--- config.mk ---
export PLATFORM = sky130hd
export DESIGN_NAME = sram_mem_ctrl
export DESIGN_NICKNAME = d
export VERILOG_FILES = /design/src/rtl/sram_mem_ctrl.sv
export SDC_FILE = /design/constraint.sdc
export NUM_CORES = 1
export LEC_CHECK = 0
export CAP_MARGIN = 20
export CORE_MARGIN = 1
export CORE_UTILIZATION = 49
export CTS_CLUSTER_SIZE = 20
export DETAILED_ROUTE_END_ITERATION = 16
export PLACE_DENSITY = 0.77
export SYNTH_ARGS = -nofsm -noshare
export SYNTH_HDL_FRONTEND = slang
export SYNTH_SLANG_ARGS = --single-unit
--- constraint.sdc ---
create_clock -name clk -period 3.52 [get_ports clk]
set_input_delay 0.528 -clock clk [delete_from_list [all_inputs] [get_ports clk]]
set_output_delay 0.528 -clock clk [all_outputs]
set_load 0.05 [all_outputs]
--- src/rtl/sram_mem_ctrl.sv ---
// Multi-cycle data-memory controller: moves each CPU word as several wait-stated
// beats on a narrow asynchronous SRAM and freezes the pipeline via ready.
module sram_mem_ctrl #(
    parameter int DATA_W      = 32,
    parameter int ADDR_W      = 32,
    parameter int SRAM_DQ_W   = 16,
    parameter int SRAM_ADDR_W = 18,
    parameter int WAIT_CYCLES = 5,
    parameter int BASE_ADDR   = 1024
) (
    input  logic                   clk,
    input  logic                   rst,
    input  logic                   rd_en,
    input  logic                   wr_en,
    input  logic [ADDR_W-1:0]      address,
    input  logic [DATA_W-1:0]      wdata,
    output logic [DATA_W-1:0]      rdata,
    output logic                   ready,
    output logic [SRAM_ADDR_W-1:0] sram_addr,
    output logic [SRAM_DQ_W-1:0]   sram_dq_out,
    input  logic [SRAM_DQ_W-1:0]   sram_dq_in,
    output logic                   sram_dq_oe,
    output logic                   sram_we_n,
    output logic                   sram_oe_n
);

    localparam int BEATS  = DATA_W / SRAM_DQ_W;
    localparam int BEAT_W = (BEATS > 1) ? $clog2(BEATS) : 1;
    localparam int CNT_W  = $clog2(WAIT_CYCLES);

    localparam logic [CNT_W-1:0]  CNT_LAST  = CNT_W'(WAIT_CYCLES - 1);
    localparam logic [BEAT_W-1:0] BEAT_LAST = BEAT_W'(BEATS - 1);

    typedef enum logic [1:0] {
        IDLE,
        ACCESS,
        DONE
    } state_t;

    state_t                 state_q, state_d;
    logic [BEAT_W-1:0]      beat_q, beat_d;
    logic [CNT_W-1:0]       cnt_q, cnt_d;
    logic                   write_q, write_d;
    logic [SRAM_ADDR_W-1:0] base_q, base_d;
    logic [DATA_W-1:0]      wdata_q, wdata_d;
    logic [DATA_W-1:0]      rbuf_q, rbuf_d;
    logic [DATA_W-1:0]      rdata_q, rdata_d;
    logic [DATA_W-1:0]      rbufMerged;

    logic [SRAM_ADDR_W-1:0] sramAddr_q, sramAddr_d;
    logic [SRAM_DQ_W-1:0]   dqOut_q, dqOut_d;
    logic                   dqOe_q, dqOe_d;
    logic                   weN_q, weN_d;
    logic                   oeN_q, oeN_d;

    always_comb begin
        rbufMerged = rbuf_q;
        rbufMerged[int'(beat_q) * SRAM_DQ_W +: SRAM_DQ_W] = sram_dq_in;
    end

    always_comb begin
        state_d = state_q;
        beat_d  = beat_q;
        cnt_d   = cnt_q;
        write_d = write_q;
        base_d  = base_q;
        wdata_d = wdata_q;
        rbuf_d  = rbuf_q;
        rdata_d = rdata_q;

        unique case (state_q)
            IDLE: begin
                if (rd_en || wr_en) begin
                    state_d = ACCESS;
                    beat_d  = '0;
                    cnt_d   = '0;
                    write_d = wr_en;
                    base_d  = SRAM_ADDR_W'(((address - ADDR_W'(BASE_ADDR)) >> 2) * ADDR_W'(BEATS));
                    wdata_d = wdata;
                end
            end
            ACCESS: begin
                if (cnt_q == CNT_LAST) begin
                    cnt_d = '0;
                    if (!write_q) begin
                        rbuf_d = rbufMerged;
                    end
                    if (beat_q == BEAT_LAST) begin
                        state_d = DONE;
                        if (!write_q) begin
                            rdata_d = rbufMerged;
                        end
                    end else begin
                        beat_d = beat_q + 1'b1;
                    end
                end else begin
                    cnt_d = cnt_q + 1'b1;
                end
            end
            DONE: begin
                state_d = IDLE;
            end
            default: begin
                state_d = IDLE;
            end
        endcase
    end

    // SRAM pins are registered from the next-state values so the strobes are glitch-free
    // yet still line up with the beat/cycle the FSM is in.
    always_comb begin
        sramAddr_d = sramAddr_q;
        dqOut_d    = dqOut_q;
        dqOe_d     = 1'b0;
        weN_d      = 1'b1;
        oeN_d      = 1'b1;
        if (state_d == ACCESS) begin
            sramAddr_d = base_d + SRAM_ADDR_W'(beat_d);
            if (write_d) begin
                dqOe_d  = 1'b1;
                dqOut_d = wdata_d[int'(beat_d) * SRAM_DQ_W +: SRAM_DQ_W];
                weN_d   = (cnt_d == CNT_LAST);
            end else begin
                oeN_d = 1'b0;
            end
        end
    end

    always_ff @(posedge clk or negedge rst) begin
        if (!rst) begin
            state_q    <= IDLE;
            beat_q     <= '0;
            cnt_q      <= '0;
            write_q    <= 1'b0;
            base_q     <= '0;
            wdata_q    <= '0;
            rbuf_q     <= '0;
            rdata_q    <= '0;
            sramAddr_q <= '0;
            dqOut_q    <= '0;
            dqOe_q     <= 1'b0;
            weN_q      <= 1'b1;
            oeN_q      <= 1'b1;
        end else begin
            state_q    <= state_d;
            beat_q     <= beat_d;
            cnt_q      <= cnt_d;
            write_q    <= write_d;
            base_q     <= base_d;
            wdata_q    <= wdata_d;
            rbuf_q     <= rbuf_d;
            rdata_q    <= rdata_d;
            sramAddr_q <= sramAddr_d;
            dqOut_q    <= dqOut_d;
            dqOe_q     <= dqOe_d;
            weN_q      <= weN_d;
            oeN_q      <= oeN_d;
        end
    end

    assign ready       = (state_q == DONE) || ((state_q == IDLE) && !rd_en && !wr_en);
    assign rdata       = rdata_q;
    assign sram_addr   = sramAddr_q;
    assign sram_dq_out = dqOut_q;
    assign sram_dq_oe  = dqOe_q;
    assign sram_we_n   = weN_q;
    assign sram_oe_n   = oeN_q;

endmodule

== Yosys cells after proc, flatten, opt, wreduce, memory -nomap -nowiden ==
Cells that the tools add are included.
Cells by class
  add/subtract/negate cells: 5
  equal/unequal tests: 5
  shift operators: 3
  muxes and demuxes: 23
  bitwise logic cells: 1
  reduce and logical (&&, ||, !) cells: 10
Operators with widths (count)
  two-way mux 32 bit: 2
  two-way mux 18 bit: 2
  negation 5 -> 33 bit: 1
  variable shift 16 x 33 -> 32 bit, first input constant: 1
  variable part select 16 x 33 -> 32 bit: 1
  bitwise mux 32 bit: 1
  variable part select 32 x 6 -> 16 bit: 1
  subtractor 19 x 11 -> 19 bit, second input constant: 1
  adder 18 x 1 -> 18 bit: 1
  two-way mux 1 bit: 10
  == test 3 bit, second input constant: 2
  two-way mux 2 bit: 3
  two-way mux 3 bit: 2
  case mux 3 bit (2 select lines): 1
  == test 2 x 1 -> 1 bit, second input constant: 2
  case mux 2 bit (2 select lines): 1
  AND reduction 4 bit: 1
  adder 3 x 1 -> 3 bit, second input constant: 1
  AND reduction 3 bit: 1
  == test 2 bit, second input constant: 1
  logical AND 1 bit: 2
  zero test 1 bit: 2
  zero test 2 bit: 1
  logical OR 1 bit: 2
  other kinds (4): 4
Word-level totals
  flip-flop bits (word level): 158
  output and inout port bits: 70
  word-level logic and storage cells: 60

== Depth between registers and ports, before layout ==
Gate-level depths: netlist of the first run.
  word-level depth: 6
  gate-level depth with buffers: 15
  mapped depth without buffers: 13

== Worst setup path after synthesis of the first run ==
Ideal clock, no wire load.
  path kind: input to register
  start point: input port wr_en
  end point: register sramAddr_q[16], in the netlist sram_addr[16]
  arrival time: 3.042 ns
  required time: 3.438 ns
  path slack: 0.396 ns
  cell stages on the path: 14
  buffers on the path: 2
  cells stage by stage: nor2_1 > o21ai_0 > nand2b_1 > o21ai_0 > buf_1 > buf_2 > inv_1 > ha_1 > ha_1 > nand2_1 > o32ai_2 > nand4_1 > or3_1 > a31oi_1
On the way
  longest elaborated chain between the ends: 4
Ends and longest elaborated chain
  start: declaration: RTL line 14  | input logic wr_en,
  logical OR 1 bit: RTL line 73  | if (rd_en || wr_en) begin
  two-way mux 1 bit: RTL line 73
  case mux 1 bit (2 select lines): RTL line 71  | unique case (state_q)
  named net beat_d: RTL line 41  | logic [BEAT_W-1:0] beat_q, beat_d;
  adder 18 x 1 -> 18 bit: RTL line 118  | sramAddr_d = base_d + SRAM_ADDR_W'(beat_d);
  end signal: assignment: RTL line 153  | sramAddr_q <= sramAddr_d;
  end: declaration: RTL line 50  | logic [SRAM_ADDR_W-1:0] sramAddr_q, sramAddr_d;
The timed path passes the listed nets, and every way through them passes these cells.
A chain may end at the register's enable or synchronous reset.

== Final worst setup path of the first run ==
  start point: input port wr_en
  end point: output port ready
On the way
  longest elaborated chain between the ends: 3
Ends and longest elaborated chain
  zero test 1 bit: RTL line 161  | assign ready = (state_q == DONE) || ((state_q == IDLE) && !rd_en && !wr_en);
  logical AND 1 bit: RTL line 161
  logical OR 1 bit: RTL line 161
  end: declaration: RTL line 18  | output logic ready,
No other way between the ends.

==> results.ini, run 1 <==
[grt]
met1_usage_pct=30.3
overflow=0
grt_pass1_vias=5012
grt_usage_pct=23.6
grt_use_met2_pct=38.4
antenna_found_initial=0
grt_pass1_wl_mm=24.0
gr-max-usage-layer=met2
gr-usage-met3_pct=7.20
grt_max_degree=93

[floorplanning]
start_util_pct=51.0
std_cell_rows=40
die_h_um=115
core_um2=12200
dieArea_um2=13100
die_w_um=115
ios=154

[final_layout]
mostFrequentLayoutCell=nand2_1
design_area_um2=8400
drive_above_1_share_pct=9.86
nets=867
n_fill_cell=928
area_growth_pct=35.3
n_antenna_cell=0
final_cell_mix=nand2_1, dfrtp_1, clkdlybuf4s50_1

[power]
peakVddDrop_mv=0.569
combPwrFrac_pct=46.6
powerDensity_nw_per_um2=1030
p_leak_nw=3.88
switchingPower_mw=3.66
intPower_mw=4.98
pwr-share-clk_pct=21.1
seq_power_share_pct=32.3
swShare_pct=42.3

[status]
status=completed

[sta]
relSlewSlack_pct=25.8
period_minus_slack_ns=3.04
rsz0062_at_grt=no
fin_ws_ns=0.485
timing_hold_violations_final=0
fin_crit_sh_pct=86.2
skew_ns=0.00676
setup_viol=0
tightest_slew_ns=1.10
maxSlewViolCount=0
fmax_mhz=329
finalSetupTns_ns=0

[synth]
avgSynthCellArea_um2=9.67
ys_seq_area_share_pct=57.3
yosysUniqueCellTypes=56
ys_warn_count=0
ys.flop_type=dfrtp_1
synth_area_um2=6210
synth_nets=731
synthArstFlopShare_pct=100
postSynthCellCount=642
synth-edff-count=0
ys_ff_latch=142

[clock_network]
clk_pin_slew_ns=0.06
cts.repair.resized=0
ctsHoldBuffers=0
clkSinkCount=142
post_cts_buffers=0
cts_buffer_depth=2
cts_root_buffer=clkbuf_16
cts_max_level=4
clk_latency_ns=0.41
cts_tree=built
cts-buffers-inserted=17

[place]
place_congestion=0.838
preCtsSetupSlack_ns=0.342
port_buffers=138
hpwl_mm=9.82
dpl_cell_area_um2=7760

[worst_setup_path]
startpoint_type=input port
r2r_slack_ns=0.81
endpoint_kind=output pin
crit_start=wr_en
crit_type=in2out
reg2reg_from=cnt_q[0]
crit_fanout=10
reg2reg_to=sram_addr[16]
crit_required_ns=2.99
cp.arrival_ns=2.51
reg2reg_depth=13

[min_path]
hold_class=in2async

[routing]
detail-route-antenna-nets=0
wirelength_mm=14.4
drc=0
num_vias=4987
drt_iter0_markers=289
viasPerCell=5.20
wl_per_cell_um=15.0
first_pass_iters=5

[job]
max-cap-violations=0

-- final cells by class --
type                            instances  area (µm²)  area share, %
Inverter                               15        56.3          0.670
Tap cell                              168         210           2.50
Clock buffer                           20         467           5.56
Sequential cell                       142        3560           42.3
Timing Repair Buffer                  149        1500           17.8
Clock inverter                         12         141           1.68
Multi-Input combinational cell        453        2470           29.4
-- critical path, cell delays in order --
cell and delay, ns:
clkdlybuf4s50_1 0.46, or2_1 0.26, buf_4 0.19, a21oi_1 0.23, clkdlybuf4s50_1 0.84
-- metrics by stage --
step / total power, mW / util (%) / hold WS, ns / cells
6_report: 8.64 / 69.1 / 0.171 / 959
5_1_grt: 9.15 / 69.1 / 0.255 / 959
4_1_cts: 8.69 / 68.8 / 0.233 / 958
3_5_place_dp: 6.84 / 63.8 / 0.449 / 926
3_3_place_gp: 6.70 / 63.8 / 0.441 / 926
2_1_floorplan: 5.54 / - / 0.232 / 642
-- metal layers --
metal  wire length [µm]  part of all wire [%]
met1               6250                    43
met2               6880                    48
met3               1100                   7.7
met4                153                   1.1
met5                  0                     0
-- worst max-delay path by stage --
stage	end	slack, ns
floorplan	sram_addr[16]	0.40
finish	ready	0.48
detailed placement	sram_addr[17]	0.34
global route	ready	0.49
CTS	ready	0.50
global placement	sram_addr[17]	0.45
-- flip-flops by register name, indices dropped and copies added, names as in the netlist --
register     count
rbuf_q          16
rdata           32
beat_q           1
sram_dq_oe       1
sram_addr       18
write_q          1
state_q          2
cnt_q            3
sram_oe_n        1
sram_dq_out     16
wdata_q         32
sram_we_n        1
base_q          18
-- cells by family after synthesis --
kind of cell | Yosys count | synth area share (%)
simple gates | 316 | 21.6
flops | 142 | 57.3
compound gates | 78 | 8.12
buf+inv | 47 | 3.18
mux | 40 | 6.81
xor+xnor | 14 | 1.98
fa+ha+maj | 5 | 1.01
-- Yosys cell counts (all sizes together), types with 2 or more instances --
library cell / count / area, µm²
a21o: 4 / 30.0
a21oi: 10 / 50.1
a22o: 2 / 17.5
a31oi: 7 / 65.1
and2: 2 / 12.5
and3: 2 / 12.5
buf: 12 / 66.3
clkbuf: 20 / 75.1
dfrtp: 140 / 3500
dfstp: 2 / 52.6
ha: 5 / 62.6
inv: 15 / 56.3
mux2: 18 / 203
mux2i: 22 / 220
nand2: 258 / 968
nand2b: 3 / 18.8
nand3: 8 / 40.0
nand3b: 2 / 15.0
nand4: 3 / 18.8
nor2: 15 / 63.8
nor3: 3 / 15.0
nor3b: 3 / 22.5
nor4: 2 / 18.8
o21ai: 40 / 200
o31ai: 4 / 30.0
or2: 3 / 18.8
or3: 5 / 36.3
or4: 2 / 22.5
xnor2: 11 / 96.3
xor2: 3 / 26.3
-- power groups by stage --
stage	clock network [mW]	logic, mW	registers (mW)
after CTS	1.85	4.05	2.79
after detailed placement	0	4.03	2.81
after floorplan	0	1.63	3.91
after global routing	1.92	4.34	2.89
final	1.82	4.03	2.79
after global placement	0	3.92	2.78
Note: power is estimated with default switching activity, not from simulation.
==> run 2: changes to the inputs <==
Settings changed: CAP_MARGIN 20 to not set.
==> run 2 against run 1 <==
- clock skew is essentially flat
- count of clock-buffer cells in the layout did not move
- cell area is 0.33% lower
- via count about the same
- sequential cell count is the same
- combinational power about the same
- hold slack improved by 0.019 ns
- first-iteration DRC count up 1.0%
- core utilization is 0.23 points lower
- wire length up 0.17%
- clock power is essentially flat
- critical path type unchanged
==> results.ini, run 2 (synthesized netlist as in run 1, its figures left out) <==
[power]
intPower_mw=4.98  ; about the same
p_leak_nw=3.86  ; was 3.88 nW
swShare_pct=42.3  ; about the same
combPwrFrac_pct=46.6  ; about the same
powerDensity_nw_per_um2=1030  ; about the same
peakVddDrop_mv=0.569  ; about the same
switchingPower_mw=3.65  ; was 3.66 mW
pwr-share-clk_pct=21.1  ; about the same
seq_power_share_pct=32.3  ; about the same

[sta]
fin_ws_ns=0.487  ; was 0.485 ns
finalSetupTns_ns=0  ; unchanged
tightest_slew_ns=1.09  ; was 1.10 ns
skew_ns=0.00683  ; was 0.00676 ns
rsz0062_at_grt=no  ; unchanged
fmax_mhz=330  ; was 329 MHz
maxSlewViolCount=0  ; unchanged
period_minus_slack_ns=3.03  ; was 3.04 ns
relSlewSlack_pct=26.9  ; was 25.8%
setup_viol=0  ; unchanged
fin_crit_sh_pct=86.2  ; about the same
timing_hold_violations_final=0  ; unchanged

[worst_setup_path]
cp.arrival_ns=2.51  ; about the same
crit_required_ns=2.99  ; about the same
crit_fanout=10  ; unchanged
reg2reg_depth=13  ; unchanged
endpoint_kind=output pin  ; unchanged
crit_type=in2out  ; unchanged
reg2reg_from=cnt_q[0]  ; unchanged
reg2reg_to=sram_addr[16]  ; unchanged
r2r_slack_ns=0.80  ; was 0.81 ns
startpoint_type=input port  ; unchanged

[grt]
grt_usage_pct=23.6  ; unchanged
overflow=0  ; unchanged
antenna_found_initial=0  ; unchanged
grt_max_degree=93  ; unchanged
grt_pass1_wl_mm=24.0  ; unchanged
grt_pass1_vias=5012  ; unchanged

[final_layout]
n_antenna_cell=0  ; unchanged
drive_above_1_share_pct=9.75  ; was 9.86%
n_fill_cell=931  ; was 928
stdcell_count=958  ; was 959
seqCellArea_um2=3560  ; unchanged
nets=866  ; was 867
mostFrequentLayoutCell=nand2_1  ; unchanged
final_cell_mix=nand2_1, dfrtp_1, clkdlybuf4s50_1  ; unchanged
multi_input_area_um2=2470  ; unchanged
area_growth_pct=34.9  ; was 35.3%

[routing]
first_pass_iters=5  ; unchanged
detail-route-antenna-nets=0  ; unchanged
num_vias=4990  ; was 4987
drc=0  ; unchanged
drt_iter0_markers=292  ; was 289
viasPerCell=5.21  ; was 5.20
wl_per_cell_um=15.0  ; about the same
wirelength_mm=14.4  ; about the same

[floorplanning]
start_util_pct=51.0  ; unchanged
core_um2=12200  ; unchanged
ios=154  ; unchanged
die_w_um=115  ; unchanged
std_cell_rows=40  ; unchanged
dieArea_um2=13100  ; unchanged
die_h_um=115  ; unchanged

[job]
max-cap-violations=0  ; unchanged

[clock_network]
ctsHoldBuffers=0  ; unchanged
cts.repair.resized=0  ; unchanged
cts_tree=built  ; unchanged
cts_buffer_depth=2  ; unchanged
clkSinkCount=142  ; unchanged
cts-buffers-inserted=17  ; unchanged
post_cts_buffers=0  ; unchanged
clk_pin_slew_ns=0.06  ; about the same
clk_latency_ns=0.41  ; about the same
cts_root_buffer=clkbuf_16  ; unchanged
cts_max_level=4  ; unchanged

[min_path]
hold_class=in2async  ; unchanged

[place]
preCtsSetupSlack_ns=0.342  ; unchanged
place_congestion=0.838  ; unchanged
dp_cells=926  ; unchanged
hpwl_mm=9.82  ; unchanged
port_buffers=138  ; unchanged

[status]
status=completed  ; unchanged

run 2: power by group through the flow:
stage / combinational, mW / clock (mW) / sequential, mW
floorplan: 1.63 / 0 / 3.91
global placement: 3.92 / 0 / 2.78
detailed placement: 4.03 / 0 / 2.81
CTS: 4.05 / 1.85 / 2.79
global route: 4.34 / 1.92 / 2.89
finish: 4.02 / 1.82 / 2.79
run 2: how the worst max path moves through the flow:
stage,from,endpoint,depth (start not counted)
6_report,wr_en,ready,5
5_1_grt,wr_en,ready,5
4_1_cts,wr_en,ready,5
3_5_place_dp,address[10],sram_addr[17],9
3_3_place_gp,address[10],sram_addr[17],9
2_1_floorplan,wr_en,sram_addr[16],14
run 2: layout make-up:
type / count / share of cell area, %
multi-input cells: 453 / 29.5
inverters: 15 / 0.673
flip-flops and latches: 142 / 42.5
clock buffers: 20 / 5.57
well taps: 168 / 2.51
repair buffers: 148 / 17.6
clock inverters: 12 / 1.69
run 2: critical path, cell delays in order:
cell,delay (ns)
clkdlybuf4s50_1,0.46
or2_1,0.26
buf_4,0.18
a21oi_1,0.22
clkdlybuf4s50_1,0.84
run 2: layer usage:
layer | share of wire [%] | up-vias | global-route usage, %
met5 | 0 | - | 0
met4 | 1.2 | 0 | 7.19
met3 | 7.9 | 17 | 7.20
met2 | 47 | 185 | 38.4
met1 | 43 | 2415 | 30.3
li1 | - | 2373 | -
run 2: metrics by stage:
stage | total power [mW] | hold slack, ns | utilization, % | instance area, µm²
final | 8.63 | 0.190 | 68.8 | 8370
after global routing | 9.14 | 0.255 | 68.8 | 8370
after CTS | 8.69 | 0.233 | 68.8 | 8370
after detailed placement | 6.84 | 0.449 | 63.8 | 7760
after global placement | 6.70 | 0.441 | 63.8 | 7760
after floorplan | 5.54 | 0.232 | - | 6210
